[src/rtl/rle_job_scheduler.sv]
// Front-end scheduler for the RLE compression engine: queues host jobs, runs them one at a
// time through the engine's start/done handshake, and returns per-job results with a watchdog.
module rle_job_scheduler #(
  parameter int DEPTH   = 4,
  parameter int TAG_W   = 4,
  parameter int TIMEOUT = 4096
) (
  input  logic                   clk,
  input  logic                   reset,
  input  logic                   job_valid,
  output logic                   job_ready,
  input  logic [31:0]            job_msg_addr,
  input  logic [31:0]            job_msg_size,
  input  logic [31:0]            job_rle_addr,
  input  logic [TAG_W-1:0]       job_tag,
  output logic                   rle_start,
  output logic [31:0]            rle_message_addr,
  output logic [31:0]            rle_message_size,
  output logic [31:0]            rle_rle_addr,
  input  logic                   rle_done,
  input  logic [31:0]            rle_size_in,
  output logic                   eng_rst,
  output logic                   res_valid,
  input  logic                   res_ready,
  output logic [TAG_W-1:0]       res_tag,
  output logic [31:0]            res_size,
  output logic                   res_err,
  output logic                   busy,
  output logic [$clog2(DEPTH):0] queue_count
);
  localparam int PW = $clog2(DEPTH);
  localparam int CW = PW + 1;
  localparam int WW = $clog2(TIMEOUT + 1);
  localparam logic [CW-1:0] FULL    = CW'(DEPTH);
  localparam logic [WW-1:0] WD_LAST = WW'(TIMEOUT - 1);

  typedef enum logic [2:0] {S_IDLE, S_LAUNCH, S_SETTLE, S_WAIT, S_FLUSH} state_e;

  typedef struct packed {
    logic [31:0]      msg_addr;
    logic [31:0]      msg_size;
    logic [31:0]      rle_addr;
    logic [TAG_W-1:0] tag;
  } job_t;

  typedef struct packed {
    logic [TAG_W-1:0] tag;
    logic [31:0]      size;
    logic             err;
  } res_t;

  job_t jq_mem [DEPTH];
  res_t rq_mem [DEPTH];

  state_e           state_q, state_d;
  logic [PW-1:0]    jq_wr_q, jq_rd_q, rq_wr_q, rq_rd_q;
  logic [CW-1:0]    jq_cnt_q, rq_cnt_q;
  logic [WW-1:0]    wd_q, wd_d;
  logic             flush_q, flush_d;
  logic [TAG_W-1:0] cur_tag_q, cur_tag_d;
  logic [31:0]      msg_addr_q, msg_addr_d, msg_size_q, msg_size_d, rle_addr_q, rle_addr_d;

  logic job_push, job_pop, res_push, res_pop;
  job_t job_in, head;
  res_t res_in, res_head;

  assign job_ready = (jq_cnt_q != FULL);
  assign job_push  = job_valid && job_ready;
  assign job_in    = '{msg_addr: job_msg_addr, msg_size: job_msg_size,
                       rle_addr: job_rle_addr, tag: job_tag};
  assign head      = jq_mem[jq_rd_q];
  assign res_head  = rq_mem[rq_rd_q];
  assign res_pop   = res_valid && res_ready;

  always_comb begin
    // NOTE: every signal gets a default before the case so no path leaves one unassigned (no latch).
    state_d    = state_q;
    wd_d       = wd_q;
    flush_d    = flush_q;
    cur_tag_d  = cur_tag_q;
    msg_addr_d = msg_addr_q;
    msg_size_d = msg_size_q;
    rle_addr_d = rle_addr_q;
    job_pop    = 1'b0;
    res_push   = 1'b0;
    res_in     = '0;
    case (state_q)
      S_IDLE: begin
        // Launch only with a free result slot, so the result FIFO can never overflow.
        if (jq_cnt_q != '0 && rq_cnt_q < FULL) begin
          job_pop   = 1'b1;
          cur_tag_d = head.tag;
          if (head.msg_size == '0) begin
            res_push   = 1'b1;
            res_in.tag = head.tag;
          end else begin
            msg_addr_d = head.msg_addr;
            msg_size_d = head.msg_size;
            rle_addr_d = head.rle_addr;
            state_d    = S_LAUNCH;
          end
        end
      end
      S_LAUNCH: state_d = S_SETTLE;
      S_SETTLE: begin
        // The engine's previous done is still high here; it is ignored.
        wd_d    = '0;
        state_d = S_WAIT;
      end
      S_WAIT: begin
        if (rle_done) begin
          res_push    = 1'b1;
          res_in.tag  = cur_tag_q;
          res_in.size = rle_size_in;
          state_d     = S_IDLE;
        end else if (wd_q == WD_LAST) begin
          flush_d = 1'b0;
          state_d = S_FLUSH;
        end else begin
          wd_d = wd_q + WW'(1);
        end
      end
      S_FLUSH: begin
        if (flush_q) begin
          res_push   = 1'b1;
          res_in.tag = cur_tag_q;
          res_in.err = 1'b1;
          state_d    = S_IDLE;
        end else begin
          flush_d = 1'b1;
        end
      end
      default: state_d = S_IDLE;
    endcase
  end

  // NOTE: non-blocking assignments so every register samples pre-edge values, independent of order.
  always_ff @(posedge clk or posedge reset) begin
    if (reset) begin
      state_q    <= S_IDLE;
      jq_wr_q    <= '0;
      jq_rd_q    <= '0;
      jq_cnt_q   <= '0;
      rq_wr_q    <= '0;
      rq_rd_q    <= '0;
      rq_cnt_q   <= '0;
      wd_q       <= '0;
      flush_q    <= 1'b0;
      cur_tag_q  <= '0;
      msg_addr_q <= '0;
      msg_size_q <= '0;
      rle_addr_q <= '0;
    end else begin
      state_q    <= state_d;
      wd_q       <= wd_d;
      flush_q    <= flush_d;
      cur_tag_q  <= cur_tag_d;
      msg_addr_q <= msg_addr_d;
      msg_size_q <= msg_size_d;
      rle_addr_q <= rle_addr_d;
      if (job_push) jq_wr_q <= jq_wr_q + PW'(1);
      if (job_pop)  jq_rd_q <= jq_rd_q + PW'(1);
      if (job_push != job_pop) jq_cnt_q <= job_push ? jq_cnt_q + CW'(1) : jq_cnt_q - CW'(1);
      if (res_push) rq_wr_q <= rq_wr_q + PW'(1);
      if (res_pop)  rq_rd_q <= rq_rd_q + PW'(1);
      if (res_push != res_pop) rq_cnt_q <= res_push ? rq_cnt_q + CW'(1) : rq_cnt_q - CW'(1);
    end
  end

  // NOTE: storage arrays carry no reset; the counters define validity and result outputs are masked when empty.
  always_ff @(posedge clk) begin
    if (job_push) jq_mem[jq_wr_q] <= job_in;
    if (res_push) rq_mem[rq_wr_q] <= res_in;
  end

  assign rle_start        = (state_q == S_LAUNCH);
  assign rle_message_addr = msg_addr_q;
  assign rle_message_size = msg_size_q;
  assign rle_rle_addr     = rle_addr_q;
  assign eng_rst          = reset | (state_q == S_FLUSH);
  assign res_valid        = (rq_cnt_q != '0);
  assign res_tag          = res_valid ? res_head.tag  : '0;
  assign res_size         = res_valid ? res_head.size : '0;
  assign res_err          = res_valid ? res_head.err  : 1'b0;
  assign busy             = (state_q != S_IDLE) || (jq_cnt_q != '0);
  assign queue_count      = jq_cnt_q;

endmodule
[config.mk]
export PLATFORM = sky130hd
export DESIGN_NAME = rle_job_scheduler
export DESIGN_NICKNAME = d
export VERILOG_FILES = /design/src/rtl/rle_job_scheduler.sv
export SDC_FILE = /design/constraint.sdc
export NUM_CORES = 1
export LEC_CHECK = 0
export ABC_CLOCK_PERIOD_IN_PS = 4150
export CAP_MARGIN = 30
export CELL_PAD_IN_SITES_DETAIL_PLACEMENT = 1
export CELL_PAD_IN_SITES_GLOBAL_PLACEMENT = 1
export CORE_MARGIN = 2
export CORE_UTILIZATION = 24
export CTS_CLUSTER_SIZE = 20
export DETAILED_ROUTE_END_ITERATION = 12
export PLACE_DENSITY = 0.54
export REMOVE_ABC_BUFFERS = 1
export SLEW_MARGIN = 20
export SYNTH_ARGS = -nofsm -noshare
export SYNTH_HDL_FRONTEND = slang
export SYNTH_SLANG_ARGS = --single-unit
[constraint.sdc]
create_clock -name clk -period 4.15 [get_ports clk]
set_input_delay 0.415 -clock clk [delete_from_list [all_inputs] [get_ports clk]]
set_output_delay 0.415 -clock clk [all_outputs]
set_load 0.02 [all_outputs]
Word level (Yosys, flattened, before mapping)
Memory sizes are Yosys's and may differ from the RTL's.
Cells that the tools add are included.
{ "word_totals": {"ff_bits": 131, "mem_bits_rw": 548, "input_bits": 137, "wordCells": 93, "memories": 2} }
{ "mem_list": {"columns": ["memory", "words", "word_bits", "rd", "rd_clocked_by_memory_dff", "wr", "line", "rtl"], "rows": [
  ["jq_mem", 4, 100, 1, 0, 1, "52", "job_t jq_mem [DEPTH];"],
  ["rq_mem", 4, 37, 1, 0, 1, "53", "res_t rq_mem [DEPTH];"]
]} }
{ "classes": {"add_sub_neg": 9, "magnitude_cmp": 1, "n_eq_ne": 15, "mux": 35, "n_bitwise": 2, "reduce_logical": 16} }
{ "op_table": {"columns": ["cell", "n"], "rows": [
  ["32-bit 2-to-1 mux", 2],
  ["36-bit 2-to-1 mux", 1],
  ["32-bit zero test", 1],
  ["13-bit 2-to-1 mux", 2],
  ["13-bit one-hot mux with 2 select lines", 1],
  ["3-bit 2-to-1 mux", 7],
  ["4-bit 2-to-1 mux", 4],
  ["3-bit one-hot mux with 5 select lines", 1],
  ["1-bit 2-to-1 mux", 14],
  ["13-bit by 1-bit adder with 13-bit output, second input constant", 1],
  ["13-bit by 12-bit equality test with 1-bit output, second input constant", 1],
  ["2-bit inequality test, second input constant", 6],
  ["4-bit one-hot mux with 3 select lines", 1],
  ["3-bit AND reduction", 3],
  ["3-bit nonzero test", 3],
  ["2-bit by 1-bit adder with 2-bit output, second input constant", 4],
  ["3-bit by 1-bit adder with 3-bit output, second input constant", 2],
  ["3-bit by 2-bit equality test with 1-bit output, second input constant", 2],
  ["3-bit inequality test, second input constant", 2],
  ["3-bit by 1-bit subtractor with 3-bit output, second input constant", 2],
  ["4-bit AND reduction", 1],
  ["2-bit nonzero test", 2],
  ["3-bit by 1-bit equality test with 1-bit output, second input constant", 1],
  ["3-bit equality test, second input constant", 1],
  ["other kinds (10)", 13]
]} }

Longest topological paths before layout
Gate-level depths: netlist (run 1).
An unclocked memory read counts as a cell.
{ "logic_depth": {"depth_word": 7, "depth_mapped": 14} }

Worst setup path before layout (run 1)
OpenSTA, ideal clock, no wires.
{ "synth_timing": {"kind": "reg2reg", "from": "register jq_rd_q[1]", "to": "memory rq_mem[0][0] (netlist bit) (enable)", "setup_time_ps": 436, "arrival_ps": 4001, "t_required_ps": 3714, "slack_ps": -286, "path_stages_with_launch": 11, "path_buffers": 4, "path_cell_list": "dfrtp_1 buf_2 clkbuf_1 mux4_2 nor4_1 nand4_1 or2_1 buf_4 o21a_1 buf_4 nor2b_1"} }
{ "synth_via": {"elab_chain_len": 7} }
{ "synth_lines": {"columns": ["item", "line", "rtl"], "rows": [
  ["start: declaration", "56", "logic [PW-1:0] jq_wr_q, jq_rd_q, rq_wr_q, rq_rd_q;"],
  ["start signal: assignment", "162", "if (job_pop) jq_rd_q <= jq_rd_q + PW'(1);"],
  ["memory 4 x 100 bit", null, null],
  ["32-bit zero test", "93", "if (head.msg_size == '0) begin"],
  ["1-bit 2-to-1 mux", "93", null],
  ["1-bit 2-to-1 mux", "90", "if (jq_cnt_q != '0 && rq_cnt_q < FULL) begin"],
  ["1-bit one-hot mux with 3 select lines", "87", "case (state_q)"],
  ["1-bit 2-to-1 mux", "173", "if (res_push) rq_mem[rq_wr_q] <= res_in;"],
  ["1-bit 2-to-1 mux (not written as such)", "173", null],
  ["end: declaration", "53", null]
]} }
No other way between the ends.

Worst setup path in the final report (run 1)
{ "layout_timing": {"from": "register jq_rd_q[0]", "to": "register rq_cnt_q[1]"} }
{ "layout_via": {"elab_chain_len": 6, "elab_cells_between_ends": 7} }
{ "layout_lines": {"columns": ["item", "line", "rtl"], "rows": [
  ["memory 4 x 100 bit *", null, null],
  ["32-bit zero test *", "93", null],
  ["1-bit 2-to-1 mux *", "93", null],
  ["1-bit 2-to-1 mux *", "90", null],
  ["1-bit one-hot mux with 3 select lines *", "87", null],
  ["3-bit 2-to-1 mux / 1-bit inequality test (equally long branches)", "166", "if (res_push != res_pop) rq_cnt_q <= res_push ? rq_cnt_q + CW'(1) : rq_cnt_q - CW'(1);"],
  ["end signal: assignment", "166", null],
  ["end: declaration", "57", "logic [CW-1:0] jq_cnt_q, rq_cnt_q;"]
]} }
Mark *: on every way between the ends. The rest lies on a longest branch, timed or not.
A chain may end at the register's enable or synchronous reset.

==> results.md, run 1 <==
- Outcome: complete, no violations
- Worst setup path class: reg2reg
- Leading cell types in the layout, fill and taps excluded: edfxtp_1 (548), clkdlybuf4s50_1 (277), mux4_2 (137)
- Worst min path class: in2async
- Wirelength per Cell: 21.2 um
- Number of port buffers: 277
- First-pass GRT wire length: roughly 96000 um
- Least-Margin Pin Slew: approximately 1000 ps
- Iteration count of the initial detailed-routing pass: 6
- Met1 demand-to-capacity share in global routing: 0.142
- Starting density of the core: 0.241
- Vias per inst: 4.23
- Die width: about 330 um
- Inserted Clock Buffers: 80
- Launch point of the critical path: jq_rd_q[0]
- Worst-case headroom to the max-slew limit: 0.320
- Power density cells: 747 mW/mm^2
- Dpl hpwl: between 30000 and 40000 um
- Number of standard-cell rows in the floorplan: 120
- Most common cell after layout, fill and taps aside: edfxtp_1
- Most area-hungry cell type in the Yosys netlist: edfxtp_1
- Unrepaired setup endpoints after global routing: false
- Static leakage power: 11.1 nW
- Total power consumption of the routed design: about 25 mW
- Number of flops mapped to enable cells by yosys: roughly 550
- Antenna violation net count after detailed routing: 0
- DIE AREA: around 0.11 sq mm
- Cell area after synthesis: around 0.026 sq mm
- Met3 Use GR: 0.0531
- Most used routing layer: met2
- Worst clock skew on the final layout: approximately 22 ps
- CTS tree: done
- Area share of the leading cell type in the synthesized netlist: 0.639
- Placer Congestion: 0.721
- Worst reg2reg startpoint: jq_rd_q[0]
- Final slew viol count: 0
- Count of boundary I/O pins: between 200 and 300
- CP max stage cell: mux4_2
- Share of layout cells above drive strength 1: 0.239
- Clock Path Buffers: 3
- Clock transition at the registers of the reported paths: approximately 60 ps
- Total number of yosys warnings: 0
- Cells after synthesis: between 1k and 1.5k
- Fraction of met2 tracks used by global routing: 0.188
- Final wirelength: between 60000 and 70000 um
- Hold violation total from the final report: 0
- Count of routing violations after the opening detailed-route iteration: approximately 640
- Max-cap check violation count: 0
- Capturing element type of the critical path: flip-flop
- Number of register bits inferred by synthesis: just under 700
- Post-synthesis to final-layout area growth: 28.8%
- Peak supply drop: approximately 0.00042 V
- Die Y: between 300 and 400 um
- Worst EP arrival: roughly 4500 ps
- Area of the core: about 0.11 sq mm
- Final clock period utilization by the worst path: 0.936
- Largest cells by area after synthesis: edfxtp_1 (64%), dfrtp_1 (13%), mux4_2 (12%), mux2_2 (3.8%), and2_1 (1.7%)
- Shortest period the worst path allows: between 3000 and 4000 ps
- Mean post-synth cell area: around 21 sq um
- Buffers plus inverters on the worst setup path: 2
- GR Util All Layers: 0.118
- Vias in the first global route: between 10k and 15k
- Clk_lat worst skew: ~640 ps
- Largest delay share family, worst path: simple AND/OR/NAND/NOR gates
- Share of synthesized registers carrying an async set or reset: 0.193
- Number of library cell types mapped by synthesis: 47
- Total DRC errors in the routed layout: 0
- Data required, critical path: ~4700 ps
- # H-tree levels: 3
- Number of setup violations in the final report: 0
- Antenna violations before repair: 22
- Final setup TNS: 0 ps
- Post-route core utilization: 0.311
- Register area share after synthesis: 0.766
- Largest net degree at the start of global routing: just over 100
- Clock net sink count: between 600 and 700
- Achievable frequency: roughly 0.26 GHz
- Leftover overflow at the end of global routing: 0
- Largest stage delay on the critical path: roughly 560 ps
- Worst-path fanout max: 26
- Clock tree root driver cell: clkbuf_16
- Crit-path cells: buf_12, mux4_2, nor4_1, nand4_1, buf_4, or2_1, o21a_1, fa_1, nand2_1, or4_1, o311a_1, nand3_1
- Vias: around 13k
- Launching element type of the critical path: flip-flop
- Main synth FF type: edfxtp_1
- Number of nets in the layout: around 1.7k
[state kept, by name (all words and copies together) (netlist names), 3 cells and up]
name,flops
queue_count,3
rq_cnt_q,3
rq_mem,148
jq_mem,400
state_q,3
wd_q,13
rle_message_size,32
rle_message_addr,32
cur_tag_q,4
rle_rle_addr,32
[area by class of cell]
| cell class | count | area, sq um |
|---|---|---|
| Fill cell | 10800 | 73600 |
| Sequential cell | 679 | 19700 |
| Multi-Input combinational cell | 476 | 5790 |
| Timing Repair Buffer | 315 | 3310 |
| Clock buffer | 119 | 2280 |
| Tap cell | 1403 | 1760 |
| Clock inverter | 28 | 236 |
| Inverter | 9 | 38.8 |
| Antenna cell | 2 | 5.00 |
[worst register-to-register path, cell delays in order (launching register included)]
cell and delay (ps):
dfrtp_4 440, buf_12 230, mux4_2 600, nor4_1 540, nand4_1 150, buf_4 200, or2_1 230, o21a_1 220
fa_1 520, nand2_1 80, or4_1 410, o311a_1 140, nand3_1 70
[per-layer routing]
layer / routed length, um / up-vias / part of all wire
met3: 5850 / 136 / 0.091
met5: 192 / - / 0.0030
met2: 30300 / 356 / 0.47
met1: 26600 / 6738 / 0.41
met4: 1310 / 36 / 0.020
li1: - / 5563 / -
[path summary, 6_finish.rpt]
check,end,slack (ps),depth (start not counted)
min in group clk,jq_mem[1][89],410,1
max,rq_cnt_q[1],270,12
max reg2reg,rq_cnt_q[1],270,12
min,rle_message_size[20],60,2
min reg2reg,cur_tag_q[2],480,2
max in group asynchronous,rle_message_size[11],3250,4
[cells in the mapped netlist (7+ instances only)]
library cell and n:
edfxtp_1 548, mux4_2 137, dfrtp_1 131, mux2_2 86, and2_1 72, nand2_1 39, clkbuf_1 34, nor2_1 19
mux2_1 11, xnor2_1 11, ha_1 9, inv_1 9, nor4_1 9, xor2_1 9, and3_1 7, buf_2 7
nand4_1 7
[power breakdown]
group / total, mW / switching, mW / internal, mW
clock network: 6.73 / 2.78 / 3.94
logic: 8.25 / 4.20 / 4.05
registers: 9.79 / 0.732 / 9.06
[logic make-up (layout without fill, tap and decap cells)]
family,Yosys count,in the layout,share of synthesized area
AOI/OAI and AO/OA,26,26,0.00661
xor gates and xnor gates,21,21,0.00768
adders and majority gates,11,11,0.00593
buffers and inverters,64,471,0.0120
DFF,679,679,0.766
muxes,235,235,0.163
other,0,2,0
and+or+nand+nor,183,183,0.0389
[through the flow]
| step | instance area, sq um | setup slack (ps) | cells | hold slack, ps |
|---|---|---|---|---|
| 2_1_floorplan | 25500 | -3670 | 1164 | 446 |
| 3_3_place_gp | 30500 | 18.5 | 2877 | 459 |
| 3_5_place_dp | 30600 | 9.02 | 2879 | 462 |
| 4_1_cts | 33100 | 3.12 | 3026 | 10.9 |
| 5_1_grt | 33200 | 29.6 | 3030 | 23.6 |
| 6_report | 33200 | 266 | 3031 | 55.4 |
[timing repair]
| action | 4_1_cts | 5_1_grt |
|---|---|---|
| setup buffers | 0 | 1 |
| endpoints found under the setup margin | 0 | 1 |
| hold buffers | 0 | 0 |
| endpoints found under the hold margin | 0 | 0 |
| gates resized for setup | 0 | 2 |
Power figures use the tool's default switching activity.
==> inputs of run 2 (changes only) <==
Settings changed: PLACE_DENSITY 0.54 to 0.53.
==> results.md, run 2 (synthesized netlist as in run 1, its figures left out) <==
- Post-route core utilization: 0.311 (about the same)
- CTS tree: done
- Iteration count of the initial detailed-routing pass: 4 (-2)
- Clock net sink count: 679 (unchanged)
- Launch point of the critical path: jq_rd_q[0]
- Max-cap check violation count: 0 (unchanged)
- Share of layout cells above drive strength 1: 0.243 (+0.00341)
- Worst reg2reg startpoint: jq_rd_q[0]
- Post CTS Setup Buffer Count: 0 (unchanged)
- Placer Congestion: 0.706 (-2.1%)
- Outcome: complete, no violations
- Die Y: 332 um (unchanged)
- Largest net degree at the start of global routing: 53 (-48%)
- Vias per inst: 4.22 (-0.41%)
- Post-synthesis to final-layout area growth: 28.8% (about the same)
- Power density cells: 747 mW/mm^2 (+0.10%)
- # H-tree levels: 3 (unchanged)
- Hold Buf Count CTS: 0 (unchanged)
- Count of cell instances traversed by the critical path: 12 (unchanged)
- Static leakage power: 11.1 nW (+0.18%)
- Flip-flop count of the largest register after layout: 400 (unchanged)
- Shortest period the worst path allows: 3750 ps (-134 ps)
- Worst-path fanout max: 39 (+50%)
- Worst r2r path cells: 12 (unchanged)
- Clock transition at the registers of the reported paths: 60 ps (about the same)
- Worst slack after detailed placement: 319 ps (+310 ps)
- Peak supply drop: 0.000428 V (+3.0%)
- Final clock period utilization by the worst path: 0.904 (-0.0323)
- Vias in the first global route: 14.2k (-1.3%)
- Count of routing violations after the opening detailed-route iteration: 695 (+8.8%)
- Clock Path Buffers: 3 (unchanged)
- Register bank with the most flops: jq_mem
- Reg-to-reg critical path endpoint: rq_cnt_q[1]
- Die width: 332 um (unchanged)
- Antenna violations before repair: 21 (-4.5%)
- Cts repair resizes: 0 (unchanged)
- Last element of the critical path: rq_cnt_q[1]
- Reg-to-reg setup timing slack: 400 ps (+130 ps)
- Largest delay share family, worst path: simple AND/OR/NAND/NOR gates
- CP max stage cell: mux4_2
- Launching element type of the critical path: flip-flop
- Worst EP arrival: 4310 ps (-150 ps)
- Largest stage delay on the critical path: 580 ps (+20 ps)
- Metal1 wirelength: 28300 um (+6.0%)
- Unrepaired setup endpoints after global routing: false
- WL met2: 29300 um (-3.3%)
- Leftover overflow at the end of global routing: 0 (unchanged)
- Capturing element type of the critical path: flip-flop
- Largest regs: jq_mem (400), rq_mem (148)
- Total DRC errors in the routed layout: 0 (unchanged)
- Area of the core: 0.107 sq mm (unchanged)
- Number of setup violations in the final report: 0 (unchanged)
- Clk_lat worst skew: 640 ps (about the same)
- Crit-path cells: buf_12, mux4_2, nor4_1, buf_4, nand4_1, or2_1, o21a_1, fa_1, nand2_1, or4_1, o311a_1, nand3_1
- Vias: 12.8k (-0.18%)
- DR WL met3: 5970 um (+2.0%)
- Worst-case headroom to the max-slew limit: 0.405 (+0.0842)
- Antenna violation net count after detailed routing: 0 (unchanged)
- Most common cell after layout, fill and taps aside: edfxtp_1
- Count of boundary I/O pins: 278 (unchanged)
- Top routing layer in use: met5
- First-pass GRT wire length: 97100 um (+0.90%)
- DIE AREA: 0.110 sq mm (unchanged)
- Dpl hpwl: 41000 um (+4.4%)
- Clock tree root driver cell: clkbuf_16
- Leading cell types in the layout, fill and taps excluded: edfxtp_1 (548), clkdlybuf4s50_1 (277), mux4_2 (137)
- Final slew viol count: 0 (unchanged)
- Wirelength per Cell: 21.4 um (+0.92%)
- Final wirelength: 65000 um (+1.2%)
- Inserted Clock Buffers: 79 (-1.3%)
- Number of nets in the layout: 1715 (+0.35%)
- Number of port buffers: 277 (unchanged)
- Buffers plus inverters on the worst setup path: 2 (unchanged)
- Worst clock skew on the final layout: 21.4 ps (-0.814 ps)
- GR Util All Layers: 0.119 (+0.00110)
- Worst min path class: in2async
- Worst setup path class: reg2reg
- Final worst slack: 400 ps (+134 ps)
- Achievable frequency: 0.267 GHz (+3.6%)
- Hold violation total from the final report: 0 (unchanged)
- Data required, critical path: 4710 ps (about the same)
- Number of standard-cell rows in the floorplan: 120 (unchanged)
- Least-Margin Pin Slew: 893 ps (-126 ps)
- Starting density of the core: 0.241 (unchanged)
[run 2: cell count changes in the layout (fill, tap and decap cells not counted), sizes merged]
cell / before / now
bufinv: 2 / 4
clkbuf: 119 / 115
diode: 2 / 3
clkinvlp: 1 / 3
buf: 38 / 45
inv: 14 / 13
[run 2: report_power, final]
part | switching (mW) | internal, mW | total (mW) | leakage (nW)
logic | 4.23 | 4.03 | 8.27 | 3.30
clock network | 2.80 | 3.98 | 6.78 | 1.23
registers | 0.705 | 9.05 | 9.75 | 6.61
[run 2: per-layer routing]
| layer | global-route usage | up-vias |
|---|---|---|
| li1 | - | 5582 |
| met1 | 0.155 | 6743 |
| met3 | 0.0493 | 124 |
| met2 | 0.181 | 327 |
| met4 | 0.0339 | 30 |
| met5 | 0 | - |
[run 2: worst min-delay path by stage]
stage / startpoint / endpoint / slack, ps / depth (start not counted)
after floorplan: cur_tag_q[0] / cur_tag_q[0] / 450 / 2
after global placement: cur_tag_q[0] / cur_tag_q[0] / 460 / 2
after detailed placement: cur_tag_q[3] / cur_tag_q[3] / 470 / 2
after CTS: reset / rle_rle_addr[15] / 220 / 2
after global routing: reset / rle_rle_addr[15] / 260 / 2
final: reset / rle_rle_addr[15] / 240 / 2
[run 2: area by class of cell]
cell class | instances | area (sq um)
Antenna cell | 3 | 7.51
Clock buffer | 115 | 2210
Clock inverter | 31 | 327
Fill cell | 10800 | 73600
Inverter | 9 | 38.8
Multi-Input combinational cell | 476 | 5790
Sequential cell | 679 | 19700
Tap cell | 1403 | 1760
Timing Repair Buffer | 322 | 3310
[run 2: through the flow]
| stage | setup TNS, ps | hold slack, ps | power (mW) | area, sq um | cells |
|---|---|---|---|---|---|
| CTS | 0 | 220 | 25.4 | 33200 | 3035 |
| detailed placement | 0 | 470 | 18.4 | 30600 | 2889 |
| floorplan | -820340 | 446 | 14.8 | 25500 | 1164 |
| global route | 0 | 258 | 26.2 | 33200 | 3035 |
| finish | 0 | 238 | 24.8 | 33200 | 3038 |
| global placement | 0 | 459 | 18.3 | 30600 | 2889 |
==> inputs of run 3 (changes only) <==
Settings changed: ABC_AREA from default to 1, PLACE_DENSITY 0.53 to 0.56, REMOVE_ABC_BUFFERS 1 to default.
==> results.md, run 3 <==
- Cells after synthesis: 2187 (+79%)
- Switching power share of the total: 0.375 (+0.0626)
- Register area share after synthesis: 0.747 (-0.0195)
- Count of routing violations after the opening detailed-route iteration: 837 (+20%)
- First-pass GRT wire length: 117000 um (+20%)
- Starting density of the core: 0.242 (+0.00118)
- Net switching power: 9.69 mW (+25%)
- Total DRC errors in the routed layout: 0 (unchanged)
- Least-Margin Pin Slew: 952 ps (+58.4 ps)
- Antenna violations before repair: 18 (-14%)
- Power density cells: 773 mW/mm^2 (+3.5%)
- Capturing element type of the critical path: output pin
- Worst EP arrival: 3260 ps (-1050 ps)
- Post-synthesis to final-layout area growth: 26.5%
- Dpl hpwl: 45800 um (+12%)
- Iteration count of the initial detailed-routing pass: 4 (unchanged)
- Vias in the first global route: 19.3k (+36%)
- Unrepaired setup endpoints after global routing: false
- Post-synth net total: about 2.3k
- GR Util All Layers: 0.136 (+0.0177)
- Worst reg2reg startpoint: jq_rd_q[0]
- Launch point of the critical path: rq_rd_q[1]
- Cts repair resizes: 0 (unchanged)
- Launching element type of the critical path: flip-flop
- Achievable frequency: 0.272 GHz (+2.1%)
- Number of port buffers: 277 (unchanged)
- Static leakage power: 12.0 nW (+7.9%)
- Number of library cell types mapped by synthesis: 26 (-45%)
- Share of synthesized registers carrying an async set or reset: 0.193 (unchanged)
- DIE AREA: 0.113 sq mm (+2.6%)
- CTS tree: done
- Final slew viol count: 0 (unchanged)
- Crit-path cells: buf_4, inv_2, nor2_1, o21ai_0, a21oi_1, clkdlybuf4s50_1
- # H-tree levels: 3 (unchanged)
- Commonest cells in the netlist: edfxtp_1 (548), nand2_1 (359), nor2_1 (358)
- Clk_lat worst skew: 650 ps (about the same)
- Hold violation total from the final report: 0 (unchanged)
- Buffers plus inverters on the worst setup path: 3 (+1)
- Portion of total power attributed to sequential cells: 0.381 (-0.012)
- Number of register bits inferred by synthesis: 679 (unchanged)
- Leading cell types in the layout, fill and taps excluded: edfxtp_1 (548), nand2_1 (359), nor2_1 (350)
- Portion of total power attributed to combinational logic: 0.358 (+0.025)
- Vias per inst: 4.44 (+5.3%)
- Placer Congestion: 0.735 (+4.1%)
- Area share of the leading cell type in the synthesized netlist: 0.623 (-0.0162)
- Number of setup violations in the final report: 0 (unchanged)
- Final worst slack: 477 ps (+77.2 ps)
- Final wirelength: 77300 um (+19%)
- Share of layout cells above drive strength 1: 0.0635 (-0.179)
- Most area-hungry cell type in the Yosys netlist: edfxtp_1
- Number of flops mapped to enable cells by yosys: 548 (unchanged)
- Worst-case headroom to the max-slew limit: 0.366 (-0.0390)
- Data required, critical path: 3730 ps (-980 ps)
- Final setup TNS: 0 ps (unchanged)
- Worst slack after detailed placement: 487 ps (+168 ps)
- Wirelength per Cell: 19.6 um (-8.2%)
- Clock transition at the registers of the reported paths: 60 ps (about the same)
- Clock Power Share: 0.261 (-0.013)
- Max-cap check violation count: 0 (unchanged)
- Post CTS Setup Buffer Count: 0 (unchanged)
- Largest regs: jq_mem (400), rq_mem (148)
- Final clock period utilization by the worst path: 0.885 (-0.0186)
- Worst min path class: in2async
- Most numerous cell in the Yosys netlist: edfxtp_1
- Total number of yosys warnings: 0 (unchanged)
- Most common cell after layout, fill and taps aside: edfxtp_1
- Die Y: 336 um (+1.3%)
- Clock net sink count: 679 (unchanged)
- Die width: 336 um (+1.3%)
- Largest cells by area after synthesis: edfxtp_1 (62%), dfrtp_1 (12%), nand2_1 (5.1%), nor2_1 (5.1%), o21ai_0 (4.5%)
- Number of standard-cell rows in the floorplan: 121 (+0.83%)
- Main synth FF type: edfxtp_1
- Number of nets in the layout: 2603 (+52%)
- Vias: 17.5k (+36%)
- Worst-path fanout max: 39 (unchanged)
- Worst setup path class: reg2out
- Cell area after synthesis: 0.0264 sq mm (+2.6%)
- Clock tree root driver cell: clkbuf_16
- Peak supply drop: 0.000390 V (-8.9%)
- Leftover overflow at the end of global routing: 0 (unchanged)
- Area of the core: 0.109 sq mm (+2.1%)
- Mean post-synth cell area: 12.1 sq um (-43%)
- Shortest period the worst path allows: 3670 ps (-77.2 ps)
- Register bank with the most flops: jq_mem
- Count of fill cells added during filler insertion: 11.9k (+11%)
- CP max stage cell: clkdlybuf4s50_1
- Outcome: complete, no violations
- Worst clock skew on the final layout: 41.8 ps (+20.5 ps)
- Largest stage delay on the critical path: 680 ps (+100 ps)
- Inserted Clock Buffers: 79 (unchanged)
- Flip-flop count of the largest register after layout: 400 (unchanged)
- Largest delay share family, worst path: buffers and inverters
- Clock Path Buffers: 3 (unchanged)
- Antenna violation net count after detailed routing: 0 (unchanged)
- Largest net degree at the start of global routing: 132 (+150%)
- Internal power of the cells: 16.2 mW (-5.2%)
- Count of boundary I/O pins: 278 (unchanged)
- Hold Buf Count CTS: 0 (unchanged)
[run 3: power by group through the flow]
stage	clock network, mW	logic, mW	registers, mW
2_1_floorplan	0	5.00	10.2
5_1_grt	7.20	10.3	10.0
3_5_place_dp	0	9.47	9.99
4_1_cts	6.98	9.51	9.88
3_3_place_gp	0	9.24	9.92
6_report	6.75	9.27	9.84
[run 3: final cells by class]
class                           count  area, sq um  share of cell area
Clock inverter                     39          377              0.0113
Antenna cell                        2         5.00            0.000150
Tap cell                         1414         1770              0.0529
Clock buffer                      106         2140              0.0640
Multi-Input combinational cell   1270         5770               0.173
Sequential cell                   679        19700               0.590
Inverter                          116          447              0.0134
Timing Repair Buffer              309         3190              0.0953
[run 3: logic make-up (layout without fill, tap and decap cells)]
family,Yosys count,after routing,synth area share
buffers and inverters,238,570,0.0378
flip-flops,679,679,0.747
adder cells (fa/ha/maj),11,11,0.00578
XOR/XNOR,7,7,0.00232
AND/OR/NAND/NOR,807,807,0.119
multiplexers,1,1,0.000426
AO/OA/AOI/OAI,444,444,0.0878
other,0,2,0
[run 3: metrics by stage]
step	hold WS (ps)	util	instances	power (mW)	instance area, sq um
3_3_place_gp	474	0.284	3788	19.2	30900
2_1_floorplan	454	-	2187	15.2	26400
6_report	400	0.307	3935	25.9	33400
5_1_grt	351	0.307	3933	27.5	33400
3_5_place_dp	483	0.284	3788	19.5	30900
4_1_cts	329	0.307	3933	26.4	33400
[run 3: worst min-delay path, stage by stage]
cell and delay, ps:
clkdlybuf4s50_1 440, clkinvlp_4 110, buf_12 610
[run 3: worst paths after layout]
kind / endpoint / slack, ps / cells past startpoint
min in group clk: jq_mem[2][42] / 400 / 1
hold / removal: rle_message_addr[9] / 400 / 3
hold reg to reg: rle_message_addr[25] / 490 / 2
max in group asynchronous: jq_rd_q[1] / 2930 / 3
setup reg to reg: rq_cnt_q[2] / 500 / 16
setup / recovery: res_tag[0] / 480 / 6
[run 3: metal layers]
| metal | GRT usage | part of all wire | vias up | wire length, um |
|---|---|---|---|---|
| met2 | 0.232 | 0.48 | 359 | 37100 |
| met4 | 0.0374 | 0.021 | 26 | 1590 |
| li1 | - | - | 8143 | - |
| met5 | 0 | 0.0023 | - | 178 |
| met1 | 0.164 | 0.43 | 8812 | 33200 |
| met3 | 0.0461 | 0.067 | 124 | 5170 |
